## src/rtl/led_mode_ctrl.sv

```systemverilog
`default_nettype none
// ============================================================================
// Module   : led_mode_ctrl
// Brief    : One-hot 4-LED sequencer. A short press steps the LED one place;
//            a long press toggles AUTO mode, which steps it on a tick period.
// Revision : 1.0 - initial release
// ============================================================================
module led_mode_ctrl #(
  parameter int TICK_DIV   = 1000,
  parameter int CNT_W      = 8,
  parameter int LONG_TICKS = 8,
  parameter int AUTO_TICKS = 4
) (
  input  logic       clk,
  input  logic       rst,
  input  logic       but_deb,
  output logic [3:0] led_o,
  output logic       auto_o,
  output logic       step_o
);

  localparam int               PW         = (TICK_DIV > 1) ? $clog2(TICK_DIV) : 1;
  localparam logic [PW-1:0]    PRESC_LAST = PW'(TICK_DIV - 1);
  localparam logic [CNT_W-1:0] LONG_LAST  = CNT_W'(LONG_TICKS - 1);
  localparam logic [CNT_W-1:0] AUTO_LAST  = CNT_W'(AUTO_TICKS - 1);

  typedef enum logic [1:0] {
    IDLE  = 2'd0,
    PRESS = 2'd1,
    HELD  = 2'd2
  } state_t;

  state_t           state;
  state_t           state_nxt;
  logic [PW-1:0]    presc;
  logic [CNT_W-1:0] hold_cnt;
  logic [CNT_W-1:0] auto_cnt;
  logic             but_1d;

  logic tick;
  logic rise;
  logic fall;
  logic short_press;
  logic long_press;
  logic hold_clr;
  logic hold_inc;
  logic auto_run;
  logic auto_exp;
  logic step_req;

  assign tick = (presc == PRESC_LAST);
  assign rise = but_deb & ~but_1d;
  assign fall = ~but_deb & but_1d;

  always_ff @(posedge clk) begin
    if (rst) begin
      state <= IDLE;
    end else begin
      state <= state_nxt;
    end
  end

  // A release always beats a long-qualifying tick arriving in the same cycle.
  always_comb begin
    state_nxt   = state;
    short_press = 1'b0;
    long_press  = 1'b0;
    hold_clr    = 1'b0;
    hold_inc    = 1'b0;
    case (state)
      IDLE: begin
        if (rise) begin
          state_nxt = PRESS;
          hold_clr  = 1'b1;
        end
      end
      PRESS: begin
        if (fall) begin
          short_press = 1'b1;
          state_nxt   = IDLE;
        end else if (tick) begin
          hold_inc = 1'b1;
          if (hold_cnt == LONG_LAST) begin
            long_press = 1'b1;
            state_nxt  = HELD;
          end
        end
      end
      HELD: begin
        if (fall) begin
          state_nxt = IDLE;
        end
      end
      default: state_nxt = IDLE;
    endcase
  end

  // AUTO ticks only accumulate while the button is untouched.
  assign auto_run = auto_o & (state == IDLE) & tick;
  assign auto_exp = auto_run & (auto_cnt == AUTO_LAST);
  assign step_req = short_press | auto_exp;

  always_ff @(posedge clk) begin
    if (rst) begin
      but_1d   <= 1'b0;
      presc    <= '0;
      hold_cnt <= '0;
      auto_cnt <= '0;
      led_o    <= 4'b0001;
      auto_o   <= 1'b0;
      step_o   <= 1'b0;
    end else begin
      but_1d <= but_deb;
      step_o <= step_req;

      if (tick) begin
        presc <= '0;
      end else begin
        presc <= presc + 1'b1;
      end

      if (hold_clr) begin
        hold_cnt <= '0;
      end else if (hold_inc) begin
        hold_cnt <= hold_cnt + 1'b1;
      end

      if (long_press || step_req) begin
        auto_cnt <= '0;
      end else if (auto_run) begin
        auto_cnt <= auto_cnt + 1'b1;
      end

      if (long_press) begin
        auto_o <= ~auto_o;
      end

      if (step_req) begin
        led_o <= {led_o[2:0], led_o[3]};
      end
    end
  end

endmodule
`default_nettype wire

```

## config.mk

```make
export PLATFORM = sky130hd
export DESIGN_NAME = led_mode_ctrl
export DESIGN_NICKNAME = d
export VERILOG_FILES = /design/src/rtl/led_mode_ctrl.sv
export SDC_FILE = /design/constraint.sdc
export NUM_CORES = 1
export LEC_CHECK = 0
export ABC_CLOCK_PERIOD_IN_PS = 2500
export CAP_MARGIN = 20
export CORE_UTILIZATION = 55
export DETAILED_ROUTE_END_ITERATION = 10
export GPL_TIMING_DRIVEN = 0
export HOLD_SLACK_MARGIN = 0.06
export PLACE_DENSITY = 0.74
export SYNTH_ARGS = -nofsm -noshare
export SYNTH_HDL_FRONTEND = slang
export SYNTH_SLANG_ARGS = --single-unit
```

## constraint.sdc

```tcl
create_clock -name clk -period 2.5 [get_ports clk]
set_input_delay 0.375 -clock clk [delete_from_list [all_inputs] [get_ports clk]]
set_output_delay 0.375 -clock clk [all_outputs]
set_load 0.01 [all_outputs]
```

## Word level (Yosys, flattened, before mapping)

Index checks and enable logic that the tools add are counted.

- Bits in registers: 35
- Input port bits: 3
- Output and inout bits: 6
- Logic and storage cells: 52

- Add/subtract/negate cells: 3
- Equal/unequal tests: 9
- Multiplexer cells: 17
- Bitwise operators: 9
- Reduce and logical (&&, ||, !) cells: 6

Operator list:

| operator | number |
|---|---|
| $add 8x1->8 const B | 2 |
| $mux 1 | 11 |
| $add 10x1->10 const B | 1 |
| $eq 10x10->1 const B | 1 |
| $mux 2 | 5 |
| $eq 8x2->1 const B | 1 |
| $eq 8x3->1 const B | 1 |
| $ne 3x3->1 const B | 2 |
| $pmux 2 s3 | 1 |
| $reduce_or 2->1 | 3 |
| $and 1x1->1 | 5 |
| $ne 2x2->1 const B | 2 |
| $reduce_and 4->1 | 1 |
| $not 1->1 | 3 |
| $eq 2x1->1 const B | 1 |
| $eq 2x2->1 const B | 1 |
| $logic_not 2->1 | 1 |
| $logic_or 1x1->1 | 1 |
| $or 1x1->1 | 1 |

## Logic depth before layout (Yosys ltp)

Gate-level depths: netlist of the first run.

- Depth in word-level cells: 7
- Gate-level depth with buffers: 8
- Depth with buffers taken out: 6

## Least setup slack after synthesis of the first run

No wires, ideal clock.

- Path type: register to register
- Start: register presc[0]
- End: register auto_cnt[7]
- Setup time: 0.115 ns
- Data arrival time: 1.703 ns
- Data required time: 2.385 ns
- Slack: 0.682 ns
- Stages on the path, launching flop included: 9
- Path buffers: 2
- Clock period less this slack: 1.818 ns
- Cell sequence: dfxtp_1 ha_1 nand2_1 nor4_1 a21o_1 buf_2 or3_2 buf_6 nor2_1

- Cells in the longest elaborated chain, start to end: 6
- Elaborated cells on any way between the ends: 9
- Classes of those cells: eq/ne (1); mux (3); bitwise (3); reduce/logical (2)

Ends and longest elaborated chain:

| item | RTL line | text |
|---|---|---|
| start: declaration | 35 | `logic [PW-1:0] presc;` |
| start signal: assignment | 119 | `presc <= presc + 1'b1;` |
| $eq 10x10->1 (*) | 51 | `assign tick = (presc == PRESC_LAST);` |
| $mux 1 / $and 1x1->1 (equally long branches) | 81, 99 |  |
| $mux 1 / $and 1x1->1 (equally long branches) | 78, 100 |  |
| $mux 1 / $or 1x1->1 (equally long branches) | 70, 101 |  |
| $logic_or 1x1->1 | 128 | `if (long_press \|\| step_req) begin` |
| $reduce_or 2->1 (no source line) | n/a |  |
| end signal: assignment | 131 | `auto_cnt <= auto_cnt + 1'b1;` |
| end: declaration | 37 | `logic [CNT_W-1:0] auto_cnt;` |

Every way passes the cells marked *; elsewhere a longest branch is shown, timed or not.
A chain may end at the register's enable or synchronous reset.

## Worst setup path after layout of the first run

- Start: register presc[0]
- End: register auto_cnt[1]

The elaborated chain is that of the path after synthesis.

==> results of run 1 <==
==> report_power, final <==
part | internal (uW) | leakage, uW | switching, uW
clock | 236 | 0.0000482 | 193
sequential | 565 | 0.000283 | 6.69
combinational | 18.0 | 0.000281 | 26.5
==> routing by layer <==
| metal | up-vias | wire [um] | track usage [%] |
|---|---|---|---|
| li1 | 620 | - | - |
| met1 | 573 | 1340 | 24.5 |
| met2 | 11 | 1310 | 34.4 |
| met3 | 6 | 84 | 6.98 |
| met4 | 0 | 48 | 9.29 |
| met5 | - | 0 | 0 |
==> stage by stage <==
stage	std cells	hold slack (ns)	util [%]
detailed placement	213	0.457	62.4
global placement	213	0.441	62.4
global route	221	0.503	65.6
CTS	221	0.478	65.6
floorplan	174	0.430	-
finish	221	0.468	65.6
==> logic make-up after synthesis <==
logic type                 synth area share [%]
and+or+nand+nor                            30.8
adders and majority gates                  2.36
muxes                                      2.52
xor gates and xnor gates                   12.7
DFF                                        44.1
buffers and inverters                      4.18
AOI/OAI and AO/OA                          3.31
==> placed cells by master, fill, tap and decap left out, drive strengths merged, types with 2 or more instances in the layout <==
master / instances
xnor2: 18
a21oi: 2
clkdlybuf4s50: 8
or4: 3
nand4: 3
nand3: 11
ha: 3
nor3: 10
or3: 3
inv: 7
a21o: 2
nor4: 7
xor2: 5
nor2: 36
dfxtp: 35
nor2b: 3
mux2i: 4
buf: 5
nand2: 6
clkbuf: 7
==> state kept, by name, indices dropped and copies added, names as in the netlist <==
register  count
but_1d        1
auto_cnt      8
auto_o        1
step_o        1
presc        10
hold_cnt      8
led_o         4
state         2
==> worst paths after layout <==
check	slack, ns	from	endpoint
hold / removal	0.47	presc[0]$_SDFF_PP0_	presc[0]$_SDFF_PP0_
setup reg to reg	0.45	presc[0]$_SDFF_PP0_	auto_cnt[1]$_SDFFE_PP0P_
hold reg to reg	0.47	presc[0]$_SDFF_PP0_	presc[0]$_SDFF_PP0_
setup / recovery	0.45	presc[0]$_SDFF_PP0_	auto_cnt[1]$_SDFFE_PP0P_
==> worst max-delay path, stage by stage (launching register included) <==
cell	delay (ns)
dfxtp_1	0.38
ha_1	0.22
nand2_1	0.13
nor4_1	0.56
a21o_1	0.20
buf_2	0.18
or3_2	0.15
buf_6	0.11
nor2_1	0.05
==> layout make-up <==
type	count	area (um^2)
Buffer	6	40.0
Clock buffer	6	51.3
Clock inverter	2	35.0
Fill cell	239	941
Inverter	7	26.3
Multi-Input combinational cell	126	821
Sequential cell	35	701
Tap cell	31	38.8
Timing Repair Buffer	8	80.1
==> impl_metrics.toml, run 1 <==
[clocking]
clk_pin_slew_worst_paths_ns = 0.11
cts_buffer_depth = 2
clk_latency_ns = 0.35
cts_setup_buffers = 0
htreeDepth = 2
cts.sink_count = 35
cts_tree = "yes"
cts-resized-gates = 0
cts_root_buf = "clkbuf_4"
hold_buffers = 0
cts_buffers = 5

[logic_synthesis]
synth-main-ff-cell = "dfxtp_1"
synth_enable_flop_cells = 0
syn_inst = 174
async_flop_share_pct = 0
synthTopCellsByCount = "nor2_1 (36), dfxtp_1 (35), xnor2_1 (18)"
ys_seq_area_share_pct = 44.1
netlist_area_mm2 = 0.00159
yosys_warnings = 0
synth_most_common_cell = "nor2_1"
syn_nets = 180
netlist_top_cells_area = "dfxtp_1 (44%), xnor2_1 (9.9%), nor2_1 (8.5%)"
synth.distinct_cells = 37
synth_top_area_share_pct = 44.1
synth_top_area_cell = "dfxtp_1"
ys_ff_latch = 35
synth.avg_cell_area_um2 = 9.13

[cells_and_area]
area_delta_synth_final_pct = 12.9
nets = 195
drive_gt1_share_pct = 12.1
diodes = 0
design_area_mm2 = 0.00179

[place]
portBuffers = 8
placed_cell_area_mm2 = 0.00171
post-place-ws_ns = 0.309
place_congestion = 0.771
hpwlAfterDp_um = 2040

[hold_path]
hold_path.class = "reg -> reg"
hold_depth = 1

[critical_path]
worstPathArrival_ns = 2.30
setup.worst_path.start_class = "flop"
critPathKind = "reg -> reg"
worst_r2r_path_depth = 8
crit_path_end_kind = "flop"
critical_path_required_ns = 2.75
path_max_fanout = 8

[sta]
relSlewSlack_pct = 53.5
hold_viol = 0
fin_crit_sh_pct = 82.1
fin_skew_ns = 0.0176
fmax_mhz = 487
worst_pin_slew_ns = 0.696
grt_setup_unrepaired = "no"
slew_viol_final = 0
setup_viol = 0
period_needed_ns = 2.05
tns_ns = 0
fin_ws_ns = 0.446

[global_routing]
grt_first_pass_wirelength_um = 4970
grtUsageTotal_pct = 20.8
overflow = 0
grt_pass1_vias = 1158
antenna_found_initial = 0
grt_max_degree = 12

[drt]
num_vias = 1210
wl_um = 2790
drc = 0
vias_per_cell = 5.48
wire_per_inst_um = 12.6
dr.pass1.iters = 4
ant_nets = 0
drt_iter0_drc = 46

[die]
core_region_area_mm2 = 0.00273
row_count = 19
die_height_um = 55.7
boundaryPins = 9
start_util_pct = 58.1
fp.dieArea_mm2 = 0.00311
die_w_um = 55.7

[pwr]
vdd.ir_drop.worst_mv = 0.504
p_leak_uw = 0.000612
pwr_density_cell_mw_per_mm2 = 583
power_uw = 1050

[flow_run]
drv_cap = 0

[outcome]
status = "finished, final reports clean"
Power figures use the tool's default switching activity.
==> run 2: changes to the inputs <==
- ABC_CLOCK_PERIOD_IN_PS: 2500 -> 2000
- clock period: 2.5 -> 2 ns (I/O delays scaled with it)
==> impl_metrics.toml, run 2 (synthesis gave the netlist of run 1 again) <==
[critical_path]
regToRegSetupSlack_ns = 0.11
path_cells = "or4_1 -> or3_4 -> nor3_4 -> or3_2 -> buf_6 -> nor2_1"
cpLargestDelayFamily = "simple AND/OR/NAND/NOR gates"
crit_buf_inv = 1
cp_slowest_stage_delay_ns = 0.53
worstPathArrival_ns = 2.13
setup.worst_path.start_class = "flop"
critical_path_required_ns = 2.24
cp-startpoint = "hold_cnt[3]$_SDFFE_PP0P_"
critPathKind = "reg -> reg"
crit_path_end_kind = "flop"
cp_slowest_cell = "or4_1"
path_max_fanout = 8
r2r_start = "hold_cnt[3]$_SDFFE_PP0P_"

[drt]
dr.pass1.iters = 4
vias_per_cell = 5.44
num_vias = 1203
drc = 0
wire_per_inst_um = 12.6
ant_nets = 0
wl_um = 2790
drt_iter0_drc = 38

[cells_and_area]
area_delta_synth_final_pct = 16.2
drive_gt1_share_pct = 16.3
design_area_mm2 = 0.00184
biggestRegsByFlops = "presc (10), auto_cnt (8), hold_cnt (8)"
multiInputGateArea_um2 = 867
diodes = 0
seq_area_um2 = 706
largest_register = "presc"
nets = 195
final_util_pct = 67.5
layout_common_cells = "nor2_1 (36), dfxtp_1 (31), xnor2_1 (18), nand3_1 (11), clkdlybuf4s50_1 (8)"
mostFrequentLayoutCell = "nor2_1"
largest_register_ffs = 10
nFillCells = 225

[place]
post-place-ws_ns = -0.116
placed_cell_area_mm2 = 0.00171
place_congestion = 0.771
hpwlAfterDp_um = 2040
portBuffers = 8

[clocking]
cts_buffers = 5
cts.sink_count = 35
cts_tree = "yes"
clk_pin_slew_worst_paths_ns = 0.10
clk_latency_ns = 0.35
htreeDepth = 2
cts_buffer_depth = 2
cts_root_buf = "clkbuf_4"
hold_buffers = 0

[sta]
relSlewSlack_pct = 54.7
fin_crit_sh_pct = 94.4
hold_viol = 0
setup_viol = 0
period_needed_ns = 1.89
tns_ns = 0
grt_setup_unrepaired = "no"
fin_ws_ns = 0.112
worst_pin_slew_ns = 0.678
fin_skew_ns = 0.0181
slew_viol_final = 0
fmax_mhz = 530

[pwr]
p_comb_share_pct = 4.4
p_leak_uw = 0.000631
pwr_density_cell_mw_per_mm2 = 709
swShare_pct = 21.6
p_int_uw = 1030
power_uw = 1310
p_clk_share_pct = 40.8
seqPwrFrac_pct = 54.8
p_switching_uw = 282
vdd.ir_drop.worst_mv = 0.629

[outcome]
status = "finished, final reports clean"

[die]
die_w_um = 55.7
boundaryPins = 9
die_height_um = 55.7
fp.dieArea_mm2 = 0.00311
row_count = 19
start_util_pct = 58.1
core_region_area_mm2 = 0.00273

[flow_run]
drv_cap = 0

[global_routing]
grtUsageTotal_pct = 20.8
grt_max_degree = 12
antenna_found_initial = 0
grt_pass1_vias = 1158
overflow = 0
grt_first_pass_wirelength_um = 4970

[hold_path]
hold_path_startpoint = "presc[0]$_SDFF_PP0_"
hold_path.class = "reg -> reg"
==> run 2: routing by layer <==
| metal | wire [um] | track usage, % | vias to the layer above |
|---|---|---|---|
| li1 | - | - | 618 |
| met1 | 1340 | 24.5 | 570 |
| met2 | 1330 | 34.4 | 9 |
| met3 | 77 | 6.98 | 6 |
| met4 | 48 | 9.29 | 0 |
| met5 | 0 | 0 | - |
==> run 2: repair_timing <==
item,4_1_cts,5_1_grt
setup endpoints to repair,11,27
pin swaps,0,1
setup buffers,0,0
resized for setup,1,9
==> run 2: final timing paths <==
check	end	cells past startpoint
setup / recovery	auto_cnt[1]$_SDFFE_PP0P_	6
hold / removal	presc[0]$_SDFF_PP0_	1
setup reg to reg	auto_cnt[1]$_SDFFE_PP0P_	6
hold reg to reg	presc[0]$_SDFF_PP0_	1
==> run 2: area by class of cell <==
class / instances / area share (%)
multi-input combinational: 126 / 47.0
sequential: 35 / 38.3
timing repair buffer: 8 / 4.34
clock buffer: 6 / 2.78
buffer: 6 / 2.17
tap: 31 / 2.10
clock inverter: 2 / 1.90
inverter: 7 / 1.42
==> run 2: power groups by stage <==
stage	Sequential, uW	Clock (uW)	Combinational, uW
2_1_floorplan	729	0	39.0
3_3_place_gp	730	0	53.1
3_5_place_dp	730	0	56.0
4_1_cts	714	545	56.1
5_1_grt	719	575	66.0
6_report	717	533	57.3
==> run 2: stage by stage <==
stage | std cells | hold WS, ns
2_1_floorplan | 174 | 0.428
3_3_place_gp | 213 | 0.441
3_5_place_dp | 213 | 0.457
4_1_cts | 221 | 0.478
5_1_grt | 221 | 0.491
6_report | 221 | 0.464
==> run 3: changes to the inputs <==
- DONT_BUFFER_PORTS: default -> 1
- PLACE_DENSITY: 0.74 -> 0.7
==> impl_metrics.toml, run 3 (synthesis gave the netlist of run 1 again) <==
[outcome]
status = "finished, final reports clean"

[cells_and_area]
area_delta_synth_final_pct = 8.90
diodes = 0
drive_gt1_share_pct = 15.9
nets = 187
largest_register_ffs = 10
layout_common_cells = "nor2_1 (36), dfxtp_1 (32), xnor2_1 (18), nand3_1 (11)"
nFillCells = 253
seq_area_um2 = 704
biggestRegsByFlops = "presc (10), auto_cnt (8), hold_cnt (8)"
largest_register = "presc"
multiInputGateArea_um2 = 866
design_area_mm2 = 0.00173
mostFrequentLayoutCell = "nor2_1"

[die]
die_height_um = 55.7
core_region_area_mm2 = 0.00273
row_count = 19
die_w_um = 55.7
fp.dieArea_mm2 = 0.00311
start_util_pct = 58.1
boundaryPins = 9

[global_routing]
grt_pass1_vias = 1125
grtUsageTotal_pct = 19.7
overflow = 0
grt_first_pass_wirelength_um = 4690
antenna_found_initial = 0
grt_max_degree = 12

[sta]
relSlewSlack_pct = 54.9
setup_viol = 0
fin_skew_ns = 0.0119
period_needed_ns = 1.89
worst_pin_slew_ns = 0.675
holdWs_ns = 0.0882
fin_crit_sh_pct = 94.7
slew_viol_final = 0
fmax_mhz = 528
hold_viol = 0

[drt]
num_vias = 1168
wl_um = 2710
wire_per_inst_um = 12.7
ant_nets = 0
drt_iter0_drc = 39
vias_per_cell = 5.48
dr.pass1.iters = 4
drc = 0

[critical_path]
setup.worst_path.start_class = "flop"
worstPathArrival_ns = 2.12
critical_path_required_ns = 2.23
critPathKind = "reg -> reg"
crit_path_end_kind = "flop"
regToRegSetupSlack_ns = 0.11
path_max_fanout = 8

[pwr]
vdd.ir_drop.worst_mv = 0.616
p_leak_uw = 0.000594
pwr_density_cell_mw_per_mm2 = 651

[flow_run]
drv_cap = 0

[clocking]
htreeDepth = 2
clk_pin_slew_worst_paths_ns = 0.11
clk_latency_ns = 0.34
cts_buffer_depth = 2
cts.sink_count = 35
cts_root_buf = "clkbuf_4"
hold_buffers = 0
cts_buffers = 5
cts_tree = "yes"

[place]
hpwlAfterDp_um = 1930
placed_cell_area_mm2 = 0.00163
place_congestion = 0.814
portBuffers = 0

[hold_path]
hold_path.class = "in -> reg"
[run 3: changes by cell type in the layout (fill, tap and decap cells not counted), sizes merged]
cell	change
clkinvlp	+1
clkdlybuf4s50	-8
bufinv	-1
[run 3: what timing repair did]
action | 4_1_cts | 5_1_grt
gates resized for setup | 3 | 6
pin swaps | 0 | 1
setup endpoints to repair | 12 | 21
setup buffers | 0 | 0
endpoints found under the hold margin | 0 | 0
[run 3: layer usage]
layer  part of all wire (%)  track usage, %
met1                     45            22.5
met2                     50            31.7
met3                    3.1            8.37
met4                    1.7            9.64
met5                      0               0
[run 3: metrics by stage]
stage | instances | setup slack, ns | TNS, ns | power [uW] | util [%]
after floorplan | 174 | 0.182 | 0 | 768 | -
after global placement | 205 | -0.104 | -1.02 | 775 | 59.5
after detailed placement | 205 | -0.133 | -1.27 | 779 | 59.5
after CTS | 213 | 0.0314 | 0 | 1140 | 62.1
after global routing | 213 | -0.00524 | -0.00888 | 1190 | 63.2
final | 213 | 0.107 | 0 | 1130 | 63.2
[run 3: path summary, 6_finish.rpt]
kind | start | to | cells after the start
setup reg to reg | hold_cnt[3]$_SDFFE_PP0P_ | auto_cnt[5]$_SDFFE_PP0P_ | 6
hold / removal | but_deb | but_1d$_SDFF_PP0_ | 1
hold reg to reg | presc[0]$_SDFF_PP0_ | presc[0]$_SDFF_PP0_ | 1
setup / recovery | hold_cnt[3]$_SDFFE_PP0P_ | auto_cnt[5]$_SDFFE_PP0P_ | 6
[run 3: where the power goes]
group	switching, uW	leakage [uW]	internal [uW]
clock	225	0.0000282	136
combinational	30.1	0.000282	18.0
sequential	10.8	0.000284	707
total	266	0.000594	860
[run 3: cell type report]
| class | count | share of cell area, % |
|---|---|---|
| multi-input cells | 126 | 50.1 |
| well taps | 31 | 2.24 |
| clock inverters | 2 | 0.724 |
| clock buffers | 6 | 2.39 |
| plain buffers | 6 | 2.32 |
| flip-flops and latches | 35 | 40.7 |
| inverters | 7 | 1.52 |
[run 3: critical path, stage by stage (launching register included)]
cell and delay [ns]:
dfxtp_2 0.37, or4_1 0.51, or3_4 0.36, nor3_4 0.23, or3_2 0.15, buf_6 0.11, nor2_1 0.05
